<file path="src/rtl/ext_pipe_if.sv">
// Handshake bundle for ext_pipe: request side (in_*) and result side (out_*).
// The slave modport is the extender; the master modport is the surrounding logic.
interface ext_pipe_if #(
  parameter int IMM_W  = 16,
  parameter int DATA_W = 32
);
  logic              in_valid;
  logic              in_ready;
  logic [IMM_W-1:0]  in_imm;
  logic [2:0]        in_op;
  logic              out_valid;
  logic              out_ready;
  logic [DATA_W-1:0] out_imm;
  logic              out_illegal;

  modport master (
    output in_valid, in_imm, in_op, out_ready,
    input  in_ready, out_valid, out_imm, out_illegal
  );

  modport slave (
    input  in_valid, in_imm, in_op, out_ready,
    output in_ready, out_valid, out_imm, out_illegal
  );
endinterface

</file>
<file path="src/rtl/ext_pipe.sv">
// Immediate extender behind a two-entry (output + skid) registered pipe.
// Optional macro EXT_BRANCH_OFFSET_EN enables in_op 4 (branch offset); otherwise op 4 is illegal.
module ext_pipe #(
  parameter int IMM_W  = 16,
  parameter int DATA_W = 32
) (
  input  logic       clk,
  input  logic       rst,
  ext_pipe_if.slave  bus,
  output logic [7:0] illegal_cnt
);
  localparam int EXT_W = DATA_W - IMM_W;

  // Returns {illegal, extended value}.
  function automatic logic [DATA_W:0] ext_f(input logic [IMM_W-1:0] imm, input logic [2:0] op);
    logic [DATA_W-1:0] v_sext;
    logic [DATA_W:0]   v_res;
    v_sext = {{EXT_W{imm[IMM_W-1]}}, imm};
    case (op)
      3'd0:    v_res = {1'b0, {EXT_W{1'b0}}, imm};
      3'd1:    v_res = {1'b0, v_sext};
      3'd2:    v_res = {1'b0, {(DATA_W-5){1'b0}}, imm[10:6]};
      3'd3:    v_res = {1'b0, imm, {EXT_W{1'b0}}};
`ifdef EXT_BRANCH_OFFSET_EN
      3'd4:    v_res = {1'b0, v_sext[DATA_W-3:0], 2'b00};
`else
      3'd4:    v_res = {1'b1, {DATA_W{1'b0}}};
`endif
      default: v_res = {1'b1, {DATA_W{1'b0}}};
    endcase
    return v_res;
  endfunction

  logic              r_o_valid;
  logic [DATA_W-1:0] r_o_imm;
  logic              r_o_ill;
  logic              r_s_valid;
  logic [DATA_W-1:0] r_s_imm;
  logic              r_s_ill;
  logic              r_in_ready;
  logic [7:0]        r_cnt;

  logic              w_acc;
  logic              w_o_free;
  logic              w_s_valid_nx;
  logic [DATA_W:0]   w_ext;

  assign w_acc    = bus.in_valid && r_in_ready;
  assign w_o_free = !r_o_valid || bus.out_ready;
  assign w_ext    = ext_f(bus.in_imm, bus.in_op);

  // Skid occupancy after this edge; drives the registered in_ready.
  always_comb begin
    w_s_valid_nx = r_s_valid;
    if (w_o_free) begin
      w_s_valid_nx = r_s_valid && w_acc;
    end else begin
      w_s_valid_nx = r_s_valid || w_acc;
    end
  end

  // Output/skid register pair: O refills from S first so ordering stays FIFO.
  always_ff @(posedge clk) begin
    if (rst) begin
      r_o_valid  <= 1'b0;
      r_o_imm    <= {DATA_W{1'b0}};
      r_o_ill    <= 1'b0;
      r_s_valid  <= 1'b0;
      r_s_imm    <= {DATA_W{1'b0}};
      r_s_ill    <= 1'b0;
      r_in_ready <= 1'b1;
    end else begin
      if (w_o_free) begin
        if (r_s_valid) begin
          r_o_valid <= 1'b1;
          r_o_imm   <= r_s_imm;
          r_o_ill   <= r_s_ill;
          if (w_acc) begin
            r_s_imm <= w_ext[DATA_W-1:0];
            r_s_ill <= w_ext[DATA_W];
          end
        end else if (w_acc) begin
          r_o_valid <= 1'b1;
          r_o_imm   <= w_ext[DATA_W-1:0];
          r_o_ill   <= w_ext[DATA_W];
        end else begin
          r_o_valid <= 1'b0;
        end
      end else if (w_acc) begin
        r_s_imm <= w_ext[DATA_W-1:0];
        r_s_ill <= w_ext[DATA_W];
      end
      r_s_valid  <= w_s_valid_nx;
      r_in_ready <= !w_s_valid_nx;
    end
  end

  // Saturating count of accepted illegal requests.
  always_ff @(posedge clk) begin
    if (rst) begin
      r_cnt <= 8'd0;
    end else if (w_acc && w_ext[DATA_W] && (r_cnt != 8'd255)) begin
      r_cnt <= r_cnt + 8'd1;
    end else begin
      r_cnt <= r_cnt;
    end
  end

  assign bus.in_ready    = r_in_ready;
  assign bus.out_valid   = r_o_valid;
  assign bus.out_imm     = r_o_imm;
  assign bus.out_illegal = r_o_ill;
  assign illegal_cnt     = r_cnt;
endmodule

</file>
<file path="src/flat_wrapper.sv">
// flat-port wrapper written by rule: the top's interface ports become plain ports
module ext_pipe_flat 
#(
  parameter int IMM_W  = 16,
  parameter int DATA_W = 32
)
  (clk, rst, illegal_cnt, bus_in_valid, bus_in_imm, bus_in_op, bus_out_ready, bus_in_ready, bus_out_valid, bus_out_imm, bus_out_illegal);
  ext_pipe_if #(.IMM_W(IMM_W), .DATA_W(DATA_W)) bus_i ();
  input  logic clk;
  input  logic rst;
  output logic [7:0] illegal_cnt;
  input wire logic [$bits(bus_i.in_valid)-1:0] bus_in_valid;
  input wire logic [$bits(bus_i.in_imm)-1:0] bus_in_imm;
  input wire logic [$bits(bus_i.in_op)-1:0] bus_in_op;
  input wire logic [$bits(bus_i.out_ready)-1:0] bus_out_ready;
  output wire logic [$bits(bus_i.in_ready)-1:0] bus_in_ready;
  output wire logic [$bits(bus_i.out_valid)-1:0] bus_out_valid;
  output wire logic [$bits(bus_i.out_imm)-1:0] bus_out_imm;
  output wire logic [$bits(bus_i.out_illegal)-1:0] bus_out_illegal;
  assign bus_i.in_valid = bus_in_valid;
  assign bus_i.in_imm = bus_in_imm;
  assign bus_i.in_op = bus_in_op;
  assign bus_i.out_ready = bus_out_ready;
  assign bus_in_ready = bus_i.in_ready;
  assign bus_out_valid = bus_i.out_valid;
  assign bus_out_imm = bus_i.out_imm;
  assign bus_out_illegal = bus_i.out_illegal;
  ext_pipe #(.IMM_W(IMM_W), .DATA_W(DATA_W)) u_core (.clk(clk), .rst(rst), .bus(bus_i), .illegal_cnt(illegal_cnt));
endmodule
</file>
<file path="config.mk">
export PLATFORM = sky130hd
export DESIGN_NAME = ext_pipe_flat
export DESIGN_NICKNAME = d
export VERILOG_FILES = /design/src/rtl/ext_pipe_if.sv /design/src/rtl/ext_pipe.sv /design/src/flat_wrapper.sv
export SDC_FILE = /design/constraint.sdc
export NUM_CORES = 1
export LEC_CHECK = 0
export CORE_MARGIN = 3
export CORE_UTILIZATION = 45
export CTS_CLUSTER_SIZE = 12
export DETAILED_ROUTE_END_ITERATION = 10
export PLACE_DENSITY = 0.7
export SETUP_SLACK_MARGIN = 0.3
export SYNTH_ARGS = -nofsm -noshare
export SYNTH_HDL_FRONTEND = slang
export SYNTH_SLANG_ARGS = --single-unit
</file>
<file path="constraint.sdc">
create_clock -name clk -period 1.57 [get_ports clk]
set_input_delay 0.314 -clock clk [delete_from_list [all_inputs] [get_ports clk]]
set_output_delay 0.314 -clock clk [all_outputs]
set_load 0.02 [all_outputs]
</file>
======== Word level (Yosys, flattened, before mapping) ========
Index checks and enable logic that the tools add are counted.
word-level totals
  bits in registers ....................... 77
  input port bits ......................... 23
  output and inout port bits .............. 43
  logic and storage cells ................. 39
operators by class
  add/sub/neg operators ................... 1
  equality and inequality tests ........... 5
  mux-type cells .......................... 14
  reductions and logical operators ........ 11
operator list
  operator             count
  $mux 32              5
  $pmux 33 s4          1
  $add 8x1->8 const B  1
  $mux 1               8
  $ne 8x8->1 const B   1
  $eq 3x2->1 const B   2
  $logic_and 1x1->1    4
  $eq 3x1->1 const B   1
  $logic_not 3->1      1
  $logic_not 1->1      2
  $logic_or 1x1->1     2
  $ne 2x1->1 const B   1
  $reduce_and 2->1     1
  $reduce_bool 2->1    1

======== Logic depth before layout (Yosys ltp) ========
  depth in word-level cells ............... 5
  gate-level depth with buffers ........... 6
  gate-level depth less buffers ........... 5

======== Worst setup path after synthesis ========
No wires, ideal clock.
  path kind ............................... reg-to-reg
  start ................................... register u_core.r_cnt[0], in the netlist u_core.illegal_cnt[0]
  end ..................................... register u_core.r_cnt[1], in the netlist u_core.illegal_cnt[1]
  setup time .............................. 128 ps
  data arrival time ....................... 1,375 ps
  required time ........................... 1,442 ps
  slack ................................... 67 ps
  stages on the path, launching flop included .. 6
  buffers on the path ..................... 0
  period minus slack after synthesis ...... 1,503 ps
  cell sequence ........................... dfxtp_1 -> ha_1 -> and4_1 -> a21o_1 -> mux2i_1 -> nor2_1
between the ends
  cells in the longest elaborated chain, start to end .. 2
  elaborated cells on any way between the ends .. 3
  those cells by class .................... 1 x add/sub; 1 x eq/ne; 1 x reduce/logical
RTL lines
  element                                                              RTL line         text
  from (decl)                                                          ext_pipe.sv:41   logic [7:0] r_cnt;
  from (signal assigned)                                               ext_pipe.sv:103  r_cnt <= r_cnt + 8'd1;
  from (signal assigned)                                               ext_pipe.sv:105  r_cnt <= r_cnt;
  parallel branches: the longest is 2 deep, another holds $add 8x1->8  n/a
Parallel ways; which one is timed is not known.
A chain may end at the register's enable or synchronous reset.

======== Worst setup path in the final report ========
  start ................................... register u_core.r_s_valid
  end ..................................... register u_core.r_s_imm[1]
between the ends
  cells in the longest elaborated chain, start to end .. 1
RTL lines
  element                      RTL line        text
  from (decl)                  ext_pipe.sv:37  logic r_s_valid;
  from (signal assigned)       ext_pipe.sv:93  r_s_valid <= w_s_valid_nx;
  $ne 2x1->1 (no source line)  n/a
  to (signal assigned)         ext_pipe.sv:69  r_s_imm <= {DATA_W{1'b0}};
  to (signal assigned)         ext_pipe.sv:79  r_s_imm <= w_ext[DATA_W-1:0];
  to (signal assigned)         ext_pipe.sv:90  r_s_imm <= w_ext[DATA_W-1:0];
  to (decl)                    ext_pipe.sv:38  logic [DATA_W-1:0] r_s_imm;
Every way passes these cells.

==> key figures <==
Routing
  • Drt via density: 5.80
  • Routed Antenna Nets: 0
  • DRT Pass-1 Iters: 5
  • DR iter-0 viols: 259
  • Routed metal-1 wirelength: 4.74 mm
  • DRC: 0
  • Highest metal used: met4
  • Via count: 3715
  • Metal2 WL: 6.02 mm
  • Met3 wire length: 748 um
  • Total wire length: 11.8 mm
  • Routed len/inst: 18.5 um

Yosys
  • XOR/XNOR Fraction of Synth Area: 0.784%
  • Syn nets: 450
  • Cell area after synthesis: 3350 um2
  • Post-synthesis adder-cell area fraction: 0.374%
  • Multiplexer area fraction after synthesis: 0.897%
  • Synth Area in Compound Gates: 20.1%
  • Synth Register Bits: 77
  • Commonest register cell after synthesis: dfxtp_1
  • Post-synth EDFFs: 0
  • Syn. warnings: 0
  • Area share of and/or/nand/nor cells after synthesis: 26.6%
  • Largest family of logic cells by synthesized area: simple AND/OR/NAND/NOR gates
  • Synth cell types: 35
  • Post-synthesis sequential area ratio: 46.0%
  • Syn_area_per_cell: 7.86 um2
  • Ys async rst share: 0%
  • Syn Inst Count: 426

Run
  • MaxCap Viol Count: 0

Place
  • Gpl congestion: 0.796
  • IO buf count: 65
  • Hpwl dp: 6.51 mm

Timing
  • Tmin final: 1.38 ns
  • Unrepaired setup endpoints after global routing: true
  • Worst clock skew: 0.0111 ns
  • Relative slew slack: 77.0%
  • Fin crit share: 87.9%
  • Least-Margin Pin Slew: 0.344 ns
  • Fmax: 725 MHz
  • Sum Neg Setup Slack: 0 ns
  • Setup violators final: 0
  • Final Hold Vio Count: 0
  • Max-slew violation count: 0

Power and ir drop
  • Clock power frac: 33.5%
  • Int Pwr: 3.33 mW
  • Peak VDD IR: 0.799 mV
  • Pwr Total: 4.78 mW
  • Combinational share of power: 22.8%
  • Pwr Density: 891 nW/um2
  • Switching part of the total: 30.2%
  • Leakage power: 2.08 nW
  • Sequential share of power: 43.7%
  • Sw Pwr: 1.45 mW

Finish
  • # diodes: 0
  • Area delta synth->final: 60.3%
  • Layout fillers: 484
  • Fin nets: 563
  • Fraction of layout cells with a size suffix above 1: 41.4%

Floorplanning
  • Core Area: 7020 um2
  • # rows: 30
  • Initial core utilization: 47.7%
  • Die X: 92.3 um
  • Full die area: 8510 um2
  • Die Height: 92.3 um
  • Number of top-level pins: 66

CTS
  • Cts bufs inserted: 9
  • Clk Latency, worst-skew pair: 0.36 ns
  • Clock buffer depth: 2
  • Clk root buf: clkbuf_8
  • CTS tree: built
  • H-Tree Depth: 3
  • Sink Count: 77
  • Clock-pin slew of the registers on the worst-case setup and hold paths: 0.08 ns

Global routing
  • Initial antenna violation count: 0
  • Vias in the first global route: 3517
  • Overflow after GRT: 0
  • Largest net degree at the start of global routing: 77
  • Total track usage: 26.3%
  • Global-route wire length before repair: 17.8 mm

Run status
  • Status: finished clean

Worst setup path
  • CP Class: reg -> reg
  • Arr. time, crit path: 1.65 ns
  • Cell chain of the critical path: inv_6, a21o_4, or3_1, a21oi_1
  • Critical path buffer and inverter count: 1
  • Worst EP required: 1.84 ns
  • Crit end category: flop
  • Setup crit start kind: flop
  • Crit path max fanout: 11
  • Max incr delay on CP: 0.41 ns
  • Register-to-register setup slack: 0.19 ns
  • Critical path's top delay family: compound AO/OA/AOI/OAI gates
  • CP max stage cell: dfxtp_4

Min path
  • Worst Hold Class: in -> reg
-- per-stage QoR --
| step | cell area, um2 | worst slack, ns | util (%) | instances | hold slack, ns |
|---|---|---|---|---|---|
| after floorplan | 3540 | 0.259 | - | 426 | 0.432 |
| after global placement | 4580 | -0.277 | 65.2 | 598 | 0.438 |
| after detailed placement | 4580 | -0.322 | 65.2 | 598 | 0.443 |
| after CTS | 5160 | 0.195 | 73.5 | 631 | 0.455 |
| after global routing | 5370 | 0.138 | 76.5 | 640 | 0.473 |
| final | 5370 | 0.190 | 76.5 | 640 | 0.443 |
-- layer usage --
metal	track usage, %	vias up
met5	0	-
met4	11.8	0
met3	4.35	34
met2	43.2	162
met1	34.0	1799
li1	-	1720
-- final cells by class --
cell class	count	area (um2)	share of cell area, %
inverters	4	20.0	0.373
flip-flops and latches	77	1570	29.3
repair buffers	136	1250	23.4
multi-input cells	311	2190	40.7
well taps	96	120	2.24
clock buffers	12	188	3.50
clock inverters	4	26.3	0.490
-- cell usage after synthesis (6+ instances only) --
cell / count / area [um2]
dfxtp_1: 77 / 1540
buf_2: 17 / 85.1
nand3_1: 13 / 65.1
nand2_1: 74 / 278
nor2_1: 42 / 158
and2_1: 8 / 50.1
or3_1: 6 / 37.5
a221oi_1: 11 / 96.3
nor3_1: 34 / 170
nor2b_1: 8 / 50.1
clkbuf_1: 16 / 60.1
a21oi_1: 56 / 280
a211oi_1: 26 / 195
-- flip-flops by register name (all words and copies together), names as in the netlist --
| register | cells |
|---|---|
| u_core.bus.out_imm | 32 |
| u_core.r_s_valid | 1 |
| u_core.bus.out_valid | 1 |
| u_core.bus.out_illegal | 1 |
| u_core.r_s_ill | 1 |
| u_core.r_s_imm | 32 |
| u_core.illegal_cnt | 8 |
| u_core.bus.in_ready | 1 |
-- worst register-to-register path, cell delays in order (launching register included) --
cell and delay, ns:
dfxtp_4 0.41, inv_6 0.09, a21o_4 0.23, or3_1 0.38, a21oi_1 0.19
-- cells in the final DEF, fill, tap and decap left out, types with 3 or more instances in the layout --
| cell | n |
|---|---|
| dfxtp_4 | 7 |
| nand3_1 | 5 |
| dfxtp_2 | 4 |
| a221oi_4 | 5 |
| buf_16 | 4 |
| clkbuf_8 | 10 |
| inv_1 | 3 |
| and2_1 | 8 |
| o311a_1 | 4 |
| a21oi_2 | 7 |
| nor3_2 | 7 |
| or3_1 | 6 |
| a211oi_2 | 18 |
| mux2i_1 | 3 |
| clkbuf_16 | 3 |
| buf_4 | 45 |
| clkdlybuf4s50_1 | 15 |
| nor2_1 | 39 |
| nor2b_1 | 3 |
| buf_12 | 13 |
| dlygate4sd2_1 | 4 |
| buf_2 | 42 |
| dfxtp_1 | 66 |
| nor2b_2 | 4 |
| nand2b_4 | 4 |
| a221oi_2 | 6 |
| a211oi_4 | 6 |
| nand2_1 | 72 |
| nand3_2 | 7 |
| buf_6 | 8 |
| nor3_1 | 27 |
| a21oi_1 | 49 |
-- logic make-up after synthesis --
kind of cell | count (synthesis)
buf+inv | 40
mux | 3
simple gates | 197
compound gates | 105
flops | 77
xor+xnor | 3
fa+ha+maj | 1
-- power by group through the flow --
stage / Clock (mW) / Sequential, mW / Combinational, mW
CTS: 1.58 / 2.09 / 1.01
global route: 1.68 / 2.10 / 1.15
finish: 1.60 / 2.09 / 1.09
global placement: 0 / 2.13 / 0.895
floorplan: 0 / 2.23 / 0.376
detailed placement: 0 / 2.14 / 0.906
-- worst paths after layout --
kind | from | endpoint | depth (start not counted)
hold / removal | bus_in_op[2] | u_core.illegal_cnt[2] | 4
hold reg to reg | u_core.r_s_imm[24] | u_core.r_s_imm[24] | 2
setup / recovery | u_core.r_s_valid | u_core.r_s_imm[1] | 4
setup reg to reg | u_core.r_s_valid | u_core.r_s_imm[1] | 4
-- what timing repair did --
item / in CTS / in global routing
cloned: 6 / 1
gates resized for setup: 212 / 71
buffers inserted: 11 / 8
pin swaps: 14 / 33
hold buffers: 0 / 0
setup endpoints to repair: 119 / 96
Note: power is estimated with default switching activity, not from simulation.
